File: config.mk
export PLATFORM = sky130hd
export DESIGN_NAME = cmp_flag_eval
export DESIGN_NICKNAME = d
export VERILOG_FILES = /design/src/rtl/cmp_flag_eval_pkg.sv /design/src/rtl/cmp_flag_eval_cond_decode.sv /design/src/rtl/cmp_flag_eval.sv
export SDC_FILE = /design/constraint.sdc
export NUM_CORES = 1
export LEC_CHECK = 0
export CORE_ASPECT_RATIO = 0.8
export CORE_MARGIN = 1.5
export CORE_UTILIZATION = 40
export DETAILED_ROUTE_END_ITERATION = 6
export PLACE_DENSITY = 0.77
export REMOVE_ABC_BUFFERS = 1
export SLEW_MARGIN = 20
export SYNTH_ARGS = -nofsm -noshare
export SYNTH_HDL_FRONTEND = slang
export SYNTH_SLANG_ARGS = --single-unit
export TNS_END_PERCENT = 50
File: constraint.sdc
create_clock -name clk -period 1.6 [get_ports clk]
set_clock_uncertainty 0.05 [all_clocks]
set_input_delay 0.4 -clock clk [delete_from_list [all_inputs] [get_ports clk]]
set_output_delay 0.4 -clock clk [all_outputs]
set_load 0.01 [all_outputs]
File: src/rtl/cmp_flag_eval_pkg.sv
// ---------------------------------------------------------------------------
// cmp_pkg
//  Shared definitions for the comparator flag evaluation unit: condition code
//  values, FSM state encoding, flag bit positions and a one-hot helper.
// ---------------------------------------------------------------------------
package cmp_pkg;

    // Condition codes presented on cond_code
    localparam logic [2:0] COND_NEVER  = 3'b000;
    localparam logic [2:0] COND_GT     = 3'b001;
    localparam logic [2:0] COND_EQ     = 3'b010;
    localparam logic [2:0] COND_GE     = 3'b011;
    localparam logic [2:0] COND_LT     = 3'b100;
    localparam logic [2:0] COND_NE     = 3'b101;
    localparam logic [2:0] COND_LE     = 3'b110;
    localparam logic [2:0] COND_ALWAYS = 3'b111;

    // FSM encoding; 2'd3 is unused and recovers to IDLE
    typedef enum logic [1:0] {
        ST_IDLE = 2'd0,
        ST_WAIT = 2'd1,
        ST_RESP = 2'd2
    } state_t;

    // Bit positions inside the {G,E,L} flag vector
    localparam int FLG_G = 2;
    localparam int FLG_E = 1;
    localparam int FLG_L = 0;

    // True when exactly one of the three comparator flags is set
    function automatic logic is_one_hot3(input logic [2:0] v);
        return (v == 3'b100) || (v == 3'b010) || (v == 3'b001);
    endfunction

endpackage

File: src/rtl/cmp_flag_eval_cond_decode.sv
// ---------------------------------------------------------------------------
// cmp_cond_decode
//  Purely combinational evaluation of a condition code against a latched
//  {G,E,L} flag vector.
//  Ports:
//    i_code   [2:0]  condition code
//    i_flags  [2:0]  flag vector {G,E,L}
//    o_taken         condition holds
// ---------------------------------------------------------------------------
module cmp_cond_decode
    import cmp_pkg::*;
(
    input  logic [2:0] i_code,
    input  logic [2:0] i_flags,
    output logic       o_taken
);

    logic w_g;
    logic w_e;
    logic w_l;

    assign w_g = i_flags[FLG_G];
    assign w_e = i_flags[FLG_E];
    assign w_l = i_flags[FLG_L];

    always_comb begin
        o_taken = 1'b0;
        case (i_code)
            COND_NEVER:  o_taken = 1'b0;
            COND_GT:     o_taken = w_g;
            COND_EQ:     o_taken = w_e;
            COND_GE:     o_taken = w_g | w_e;
            COND_LT:     o_taken = w_l;
            COND_NE:     o_taken = ~w_e;
            COND_LE:     o_taken = w_l | w_e;
            COND_ALWAYS: o_taken = 1'b1;
            default:     o_taken = 1'b0;
        endcase
    end

endmodule

File: src/rtl/cmp_flag_eval.sv
// ---------------------------------------------------------------------------
// cmp_flag_eval
//  Sequential condition unit behind the 4-bit comparator. Captures G/E/L into
//  a flag register, accepts a condition request (valid/ready), waits for fresh
//  flags if needed (with timeout), and returns a registered taken/err result
//  (valid/ready).
//  Optional feature macro: CMP_FLAG_STATS_EN adds saturating per-flag capture
//  counters cnt_g/cnt_e/cnt_l.
//  Parameters:
//    TO_W   width of the WAIT timeout counter (timeout after 2**TO_W-1 cycles)
//    CNT_W  width of each statistics counter
//  Ports:
//    clk, rst_n                 clock, asynchronous active-low reset
//    flg_valid, flg_g/e/l       comparator flags and their qualifier
//    cond_valid, cond_ready     request handshake
//    cond_code [2:0]            condition code
//    res_valid, res_ready       result handshake
//    res_taken, res_err         result payload
//    flags_q [2:0]              latched {G,E,L}
//    cnt_g/e/l [CNT_W-1:0]      capture counters (CMP_FLAG_STATS_EN only)
// ---------------------------------------------------------------------------
module cmp_flag_eval
    import cmp_pkg::*;
#(
    parameter int TO_W  = 4,
    parameter int CNT_W = 8
) (
    input  logic             clk,
    input  logic             rst_n,
    input  logic             flg_valid,
    input  logic             flg_g,
    input  logic             flg_e,
    input  logic             flg_l,
    input  logic             cond_valid,
    output logic             cond_ready,
    input  logic [2:0]       cond_code,
    output logic             res_valid,
    input  logic             res_ready,
    output logic             res_taken,
    output logic             res_err,
    output logic [2:0]       flags_q
`ifdef CMP_FLAG_STATS_EN
    ,
    output logic [CNT_W-1:0] cnt_g,
    output logic [CNT_W-1:0] cnt_e,
    output logic [CNT_W-1:0] cnt_l
`endif
);

    // Last counter value before the timeout fires (2**TO_W-2)
    localparam logic [TO_W-1:0] TO_LAST = {{(TO_W-1){1'b1}}, 1'b0};

    state_t          r_state;
    state_t          w_state_nxt;
    logic [2:0]      r_code;
    logic [2:0]      r_flags;
    logic            r_fresh;
    logic            r_err;
    logic [TO_W-1:0] r_to_cnt;
    logic [TO_W-1:0] w_to_cnt_nxt;
    logic            r_res_taken;
    logic            r_res_err;

    logic [2:0]      w_flg_vec;
    logic            w_flg_legal;
    logic            w_flg_illegal;
    logic            w_load_code;
    logic            w_timeout;
    logic            w_clr_err;
    logic            w_enter_resp;
    logic [2:0]      w_code_eval;
    logic            w_taken;

    assign w_flg_vec     = {flg_g, flg_e, flg_l};
    assign w_flg_legal   = flg_valid &  is_one_hot3(w_flg_vec);
    assign w_flg_illegal = flg_valid & ~is_one_hot3(w_flg_vec);

    // When accepting straight into RESP the code is not yet latched
    assign w_code_eval = (r_state == ST_IDLE) ? cond_code : r_code;

    cmp_cond_decode u_decode (
        .i_code  (w_code_eval),
        .i_flags (r_flags),
        .o_taken (w_taken)
    );

    always_comb begin
        w_state_nxt  = r_state;
        w_to_cnt_nxt = r_to_cnt;
        w_load_code  = 1'b0;
        w_timeout    = 1'b0;
        w_clr_err    = 1'b0;
        case (r_state)
            ST_IDLE: begin
                if (cond_valid) begin
                    w_load_code = 1'b1;
                    if (r_fresh) begin
                        w_state_nxt = ST_RESP;
                    end else begin
                        w_state_nxt  = ST_WAIT;
                        w_to_cnt_nxt = '0;
                    end
                end
            end
            ST_WAIT: begin
                if (r_fresh) begin
                    w_state_nxt = ST_RESP;
                end else if (r_to_cnt == TO_LAST) begin
                    w_state_nxt = ST_RESP;
                    w_timeout   = 1'b1;
                end else begin
                    w_to_cnt_nxt = r_to_cnt + 1'b1;
                end
            end
            ST_RESP: begin
                if (res_ready) begin
                    w_state_nxt = ST_IDLE;
                    w_clr_err   = 1'b1;
                end
            end
            default: w_state_nxt = ST_IDLE;
        endcase
    end

    assign w_enter_resp = (w_state_nxt == ST_RESP) && (r_state != ST_RESP);

    always_ff @(posedge clk or negedge rst_n) begin
        if (!rst_n) begin
            r_state     <= ST_IDLE;
            r_code      <= COND_NEVER;
            r_flags     <= 3'b000;
            r_fresh     <= 1'b0;
            r_err       <= 1'b0;
            r_to_cnt    <= '0;
            r_res_taken <= 1'b0;
            r_res_err   <= 1'b0;
        end else begin
            r_state  <= w_state_nxt;
            r_to_cnt <= w_to_cnt_nxt;
            if (w_load_code) begin
                r_code <= cond_code;
            end
            if (w_flg_legal) begin
                r_flags <= w_flg_vec;
            end
            // New flags landing on the consume edge were not evaluated, keep them fresh
            if (w_flg_legal) begin
                r_fresh <= 1'b1;
            end else if (w_enter_resp) begin
                r_fresh <= 1'b0;
            end
            // Illegal flags in the handoff cycle keep the error sticky
            if (w_flg_illegal) begin
                r_err <= 1'b1;
            end else if (w_clr_err) begin
                r_err <= 1'b0;
            end
            if (w_enter_resp) begin
                r_res_taken <= w_timeout ? 1'b0 : w_taken;
                r_res_err   <= r_err | w_timeout;
            end
        end
    end

    assign cond_ready = (r_state == ST_IDLE);
    assign res_valid  = (r_state == ST_RESP);
    assign res_taken  = r_res_taken;
    assign res_err    = r_res_err;
    assign flags_q    = r_flags;

`ifdef CMP_FLAG_STATS_EN
    logic [CNT_W-1:0] r_cnt_g;
    logic [CNT_W-1:0] r_cnt_e;
    logic [CNT_W-1:0] r_cnt_l;

    function automatic logic [CNT_W-1:0] sat_inc(input logic [CNT_W-1:0] v);
        return (&v) ? v : v + 1'b1;
    endfunction

    always_ff @(posedge clk or negedge rst_n) begin
        if (!rst_n) begin
            r_cnt_g <= '0;
            r_cnt_e <= '0;
            r_cnt_l <= '0;
        end else if (w_flg_legal) begin
            if (flg_g) r_cnt_g <= sat_inc(r_cnt_g);
            if (flg_e) r_cnt_e <= sat_inc(r_cnt_e);
            if (flg_l) r_cnt_l <= sat_inc(r_cnt_l);
        end
    end

    assign cnt_g = r_cnt_g;
    assign cnt_e = r_cnt_e;
    assign cnt_l = r_cnt_l;
`endif

endmodule

======== Word-level counts from Yosys, hierarchy flattened ========
Index checks and enable logic that the tools add are counted.
storage, ports and cells
  bits in registers ....................... 16
  output and inout bits ................... 7
  logic and storage cells ................. 69
  bits of input ports ..................... 11
operators by class
  $add $sub $neg .......................... 1
  bitwise logic cells ..................... 7
  multiplexer cells ....................... 25
  equality and inequality tests ........... 19
  reductions and logical operators ........ 9
operator list
  cell                                                 number
  two-way mux 4 bit                                    4
  equality test 3 bit, second input constant           5
  two-way mux 1 bit                                    12
  two-way mux 2 bit                                    5
  != test 2 bit, second input constant                 5
  equality test 3 x 2 -> 1 bit, second input constant  3
  one-hot mux 1 bit (8 select lines)                   1
  one-hot mux 4 bit (2 select lines)                   1
  equality test 3 x 1 -> 1 bit, second input constant  2
  one-hot mux 2 bit (3 select lines)                   1
  nonzero test 2 bit                                   3
  AND reduction 5 bit                                  1
  adder 4 x 1 -> 4 bit, second input constant          1
  equality test 2 bit, second input constant           2
  equality test 4 bit, second input constant           1
  zero test 3 bit                                      1
  two-way mux 3 bit                                    1
  OR 1 bit                                             3
  AND 1 bit                                            2
  equality test 2 x 1 -> 1 bit, second input constant  1
  zero test 2 bit                                      1
  logical OR 1 bit                                     2
  NOT 1 bit                                            2
  logical AND 1 bit                                    1

======== Longest topological paths before layout ========
  depth after elaboration ................. 8
  depth in mapped cells ................... 6

======== Hierarchy ========
From an unflattened synthesis, not the netlist that was laid out.
second synthesis, totals
  cell total of the unflattened synthesis .. 84
  area total of the unflattened synthesis .. 863.3 µm²
by module, submodules not included
  module           cells an instance  times used  area an instance (µm²)
  cmp_flag_eval    78                 1           822.0
  cmp_cond_decode  6                  1           41.3

======== Least setup slack after synthesis ========
Ideal clock, no wire load.
  path kind ............................... flip-flop to flip-flop
  start ................................... reg r_state[1]
  end ..................................... reg r_res_taken, in the netlist res_taken
  data arrival time ....................... 1.449 ns
  period minus slack after synthesis ...... 1.637 ns
  library setup time ...................... 0.138 ns
  setup slack ............................. -0.037 ns
  cell stages (with the launch flop) ...... 5
  cells stage by stage .................... dfrtp_1 -> nor2_1 -> mux2_2 -> a222oi_1 -> o22ai_1
between the ends
  longest elaborated chain between the ends .. 5
  elaborated cells on any way between the ends .. 23
  those cells by class .................... 11 x eq/ne; 9 x mux; 3 x reduce/logical
RTL lines
  element                                            RTL line                         text
  from (decl)                                        cmp_flag_eval.sv:53              state_t r_state;
  from (signal assigned)                             cmp_flag_eval.sv:138             r_state <= w_state_nxt;
  zero test 2 bit (*)                                n/a
  net cond_ready                                     cmp_flag_eval.sv:35              output logic cond_ready,
  two-way mux 3 bit                                  cmp_flag_eval.sv:79              assign w_code_eval = (r_state == ST_IDLE) ? cond_code : r_code;
  equality test 3 bit, or another cell as far along  cmp_flag_eval_cond_decode.sv:28  case (i_code)
  one-hot mux 1 bit (8 select lines)                 cmp_flag_eval_cond_decode.sv:28
  two-way mux 1 bit                                  cmp_flag_eval.sv:159             r_res_taken <= w_timeout ? 1'b0 : w_taken;
  to (signal assigned)                               cmp_flag_eval.sv:159
  to (decl)                                          cmp_flag_eval.sv:61              logic r_res_taken;
The timed path passes the listed nets; every way through them passes the cells marked *.
A chain may end at the register's enable or synchronous reset.

======== Final worst setup path ========
  start ................................... reg r_state[0]
  end ..................................... out res_valid
between the ends
  longest elaborated chain between the ends .. 1
RTL lines
  element              RTL line              text
  equality test 2 bit  cmp_flag_eval.sv:166  assign res_valid = (r_state == ST_RESP);
  to (decl)            cmp_flag_eval.sv:37   output logic res_valid,
Every way passes these cells.

==> metrics.yaml <==
cells_and_area:
  final_area_sq_mm: 0.00117
  area_growth_pct: 44.7
  fin_nets: 127
  drive_above_1_share_pct: 27.4
  n_antenna_cell: 0
  fin_util_pct: 61.6
  num-fill-cells: 160
job:
  drv_cap: 0
run_status:
  status: "finished clean"
critical_path:
  ff2ff_setup_slack_ns: 0.06
  end_kind: "output port"
  crit_fanout: 4
  crit_arrival_ns: 1.11
  worstPathRequired_ns: 1.15
  reg2reg_depth: 5
  reg2reg_from: "r_state[0]"
  rr_endpoint: "res_taken"
  worstSetupPathType: "flop to output port"
  critPathLaunchType: "flop"
synth:
  yosys_warnings: 0
  synth-edff-count: 0
  synth_commonest_cells: "dfrtp_1, o21ai_0, nand2_1, mux2_2, inv_1"
  ys_ff_latch: 16
  syn_area_sq_um: 806
  netlist.area_leader.share_pct: 49.7
  syn_avg_cell_area_sq_um: 10.2
  async_reset_ff_share_pct: 100
  synth_area_leader_cell: "dfrtp_1"
  synth_most_common_cell: "dfrtp_1"
  syn_inst: 79
  synth_area_leaders: "dfrtp_1, mux2_2, o21ai_0"
  ys_seq_area_share_pct: 49.7
  synth-main-ff-cell: "dfrtp_1"
  synth.distinct_cells: 27
placement:
  gp_congestion: 0.839
  numPortBuffers: 17
  dp.final_hpwl_um: 1350
  place_area_sq_mm: 0.00110
  pre_cts_ws_ns: -0.271
drt:
  num_vias: 707
  ant_nets: 0
  wl_um: 1800
  drcViolationCount: 0
  via_per_inst: 5.16
  dr.pass1.iters: 4
  drtIter0Drc: 11
  wl_per_cell_um: 13.1
pwr:
  power.total_uw: 1690
  peakVddDrop_uv: 652
  powerDensity_mw_per_mm2: 1450
  p_leak_uw: 0.000548
clocking:
  cts.clk_slew.worst_paths_ns: 0.10
  clk_path_buf_depth: 2
  clk_latency_ns: 0.30
  cts_tree: "done"
  htreeDepth: 1
  clock_sinks: 16
  numCtsBuffers: 3
  clockRootBuffer: "clkbuf_4"
floorplan:
  core_area_sq_mm: 0.00189
  pin_count: 18
  rows: 14
  die-area_sq_mm: 0.00229
  die_y_um: 43.1
  fp.dieW_um: 53.2
  start_util_pct: 42.6
global_route:
  grt_pass1_vias: 714
  grt.total_usage_pct: 18.9
  grt.overflow.total: 0
  grt_pass1_wl_um: 3060
  grt_start_max_net_pins: 17
  antenna_found_initial: 0
sta:
  tightest_slew_ns: 0.331
  fmax_mhz: 643
  finalMaxSlewViolations: 0
  setup_violations: 0
  post-route-period-util_pct: 97.2
  hold_violations: 0
  slew_headroom_pct: 77.8
  layout_min_cycle_time_ns: 1.56
  finalWorstSetupSlack_ns: 0.0440
  setup-tns-final_ns: 0
hold_path:
  hold_class: "input port to async pin"
routing by layer:
layer / global-route usage (%) / up-vias / part of all wire (%)
met5: 0 / - / 0
met4: 7.69 / 0 / 2.4
met3: 8.10 / 5 / 5.3
met2: 29.3 / 18 / 46
met1: 23.0 / 329 / 46
li1: - / 355 / -
state kept, by name (all words and copies together) (netlist names):
name and cells:
r_fresh 1, r_code 3, r_state 2, r_to_cnt 4, r_err 1, res_taken 1, res_err 1, flags_q 3
report_power, final:
group	switching, uW	internal, uW	leakage [uW]
registers	137	546	0.000190
clock network	138	139	0.0000210
logic	321	404	0.000336
cell type report:
class | count | area (sq um) | share of cell area, %
clock buffer | 4 | 36.3 | 3.11
inverter | 5 | 18.8 | 1.61
multi-input combinational | 58 | 414 | 35.5
sequential | 16 | 403 | 34.5
tap | 24 | 30.0 | 2.58
timing repair buffer | 30 | 264 | 22.6
per-stage QoR:
step                      instances  hold WS, ns
after floorplan                  79       0.0544
after global placement          133        0.436
after detailed placement        133        0.439
after CTS                       137        0.362
after global routing            137        0.366
final                           137        0.353
cell families (layout without fill, tap and decap cells):
logic type               Yosys count  after routing  synth area share (%)
multiplexers                       7              7                  9.63
AO/OA/AOI/OAI                     22             22                  16.3
adder cells (fa/ha/maj)            2              2                  3.11
flip-flops                        16             16                  49.7
buffers and inverters              5             39                  2.33
XOR/XNOR                           2              2                  2.17
AND/OR/NAND/NOR                   25             25                  16.8
cells in the final DEF (no fill, tap or decap), drive strengths merged, types with 2 or more instances in the layout:
cell            n
inv             5
ha              2
a31oi           2
nor3b           3
mux2            6
a21oi           2
nor2            4
o21ai          11
dlygate4sd2     5
o22ai           2
buf            15
clkbuf          4
xor2            2
dlymetal6s2s    2
nand2           8
nand3           4
dfrtp          16
clkdlybuf4s50   8
how the worst max path moves through the flow:
stage	startpoint	to	slack [ns]	cells past startpoint
2_1_floorplan	r_state[1]	res_taken	-0.04	4
3_3_place_gp	flg_e	flags_q[1]	-0.25	4
3_5_place_dp	flg_e	flags_q[1]	-0.27	4
4_1_cts	r_state[0]	cond_ready	0.002	2
5_1_grt	r_state[0]	res_taken	-0.001	5
6_report	r_state[0]	res_valid	0.04	2
critical path: stages (launching register included):
cell and delay [ns]:
dfrtp_2 0.46, and2b_1 0.22, buf_2 0.13
what timing repair did:
action                                  CTS  global route
cloned                                    0             0
hold buffers                              0             0
pin swaps                                 0             4
buffers inserted                          0             0
resized for setup                        13            12
endpoints found under the setup margin    7             5
Power figures use the tool's default switching activity.
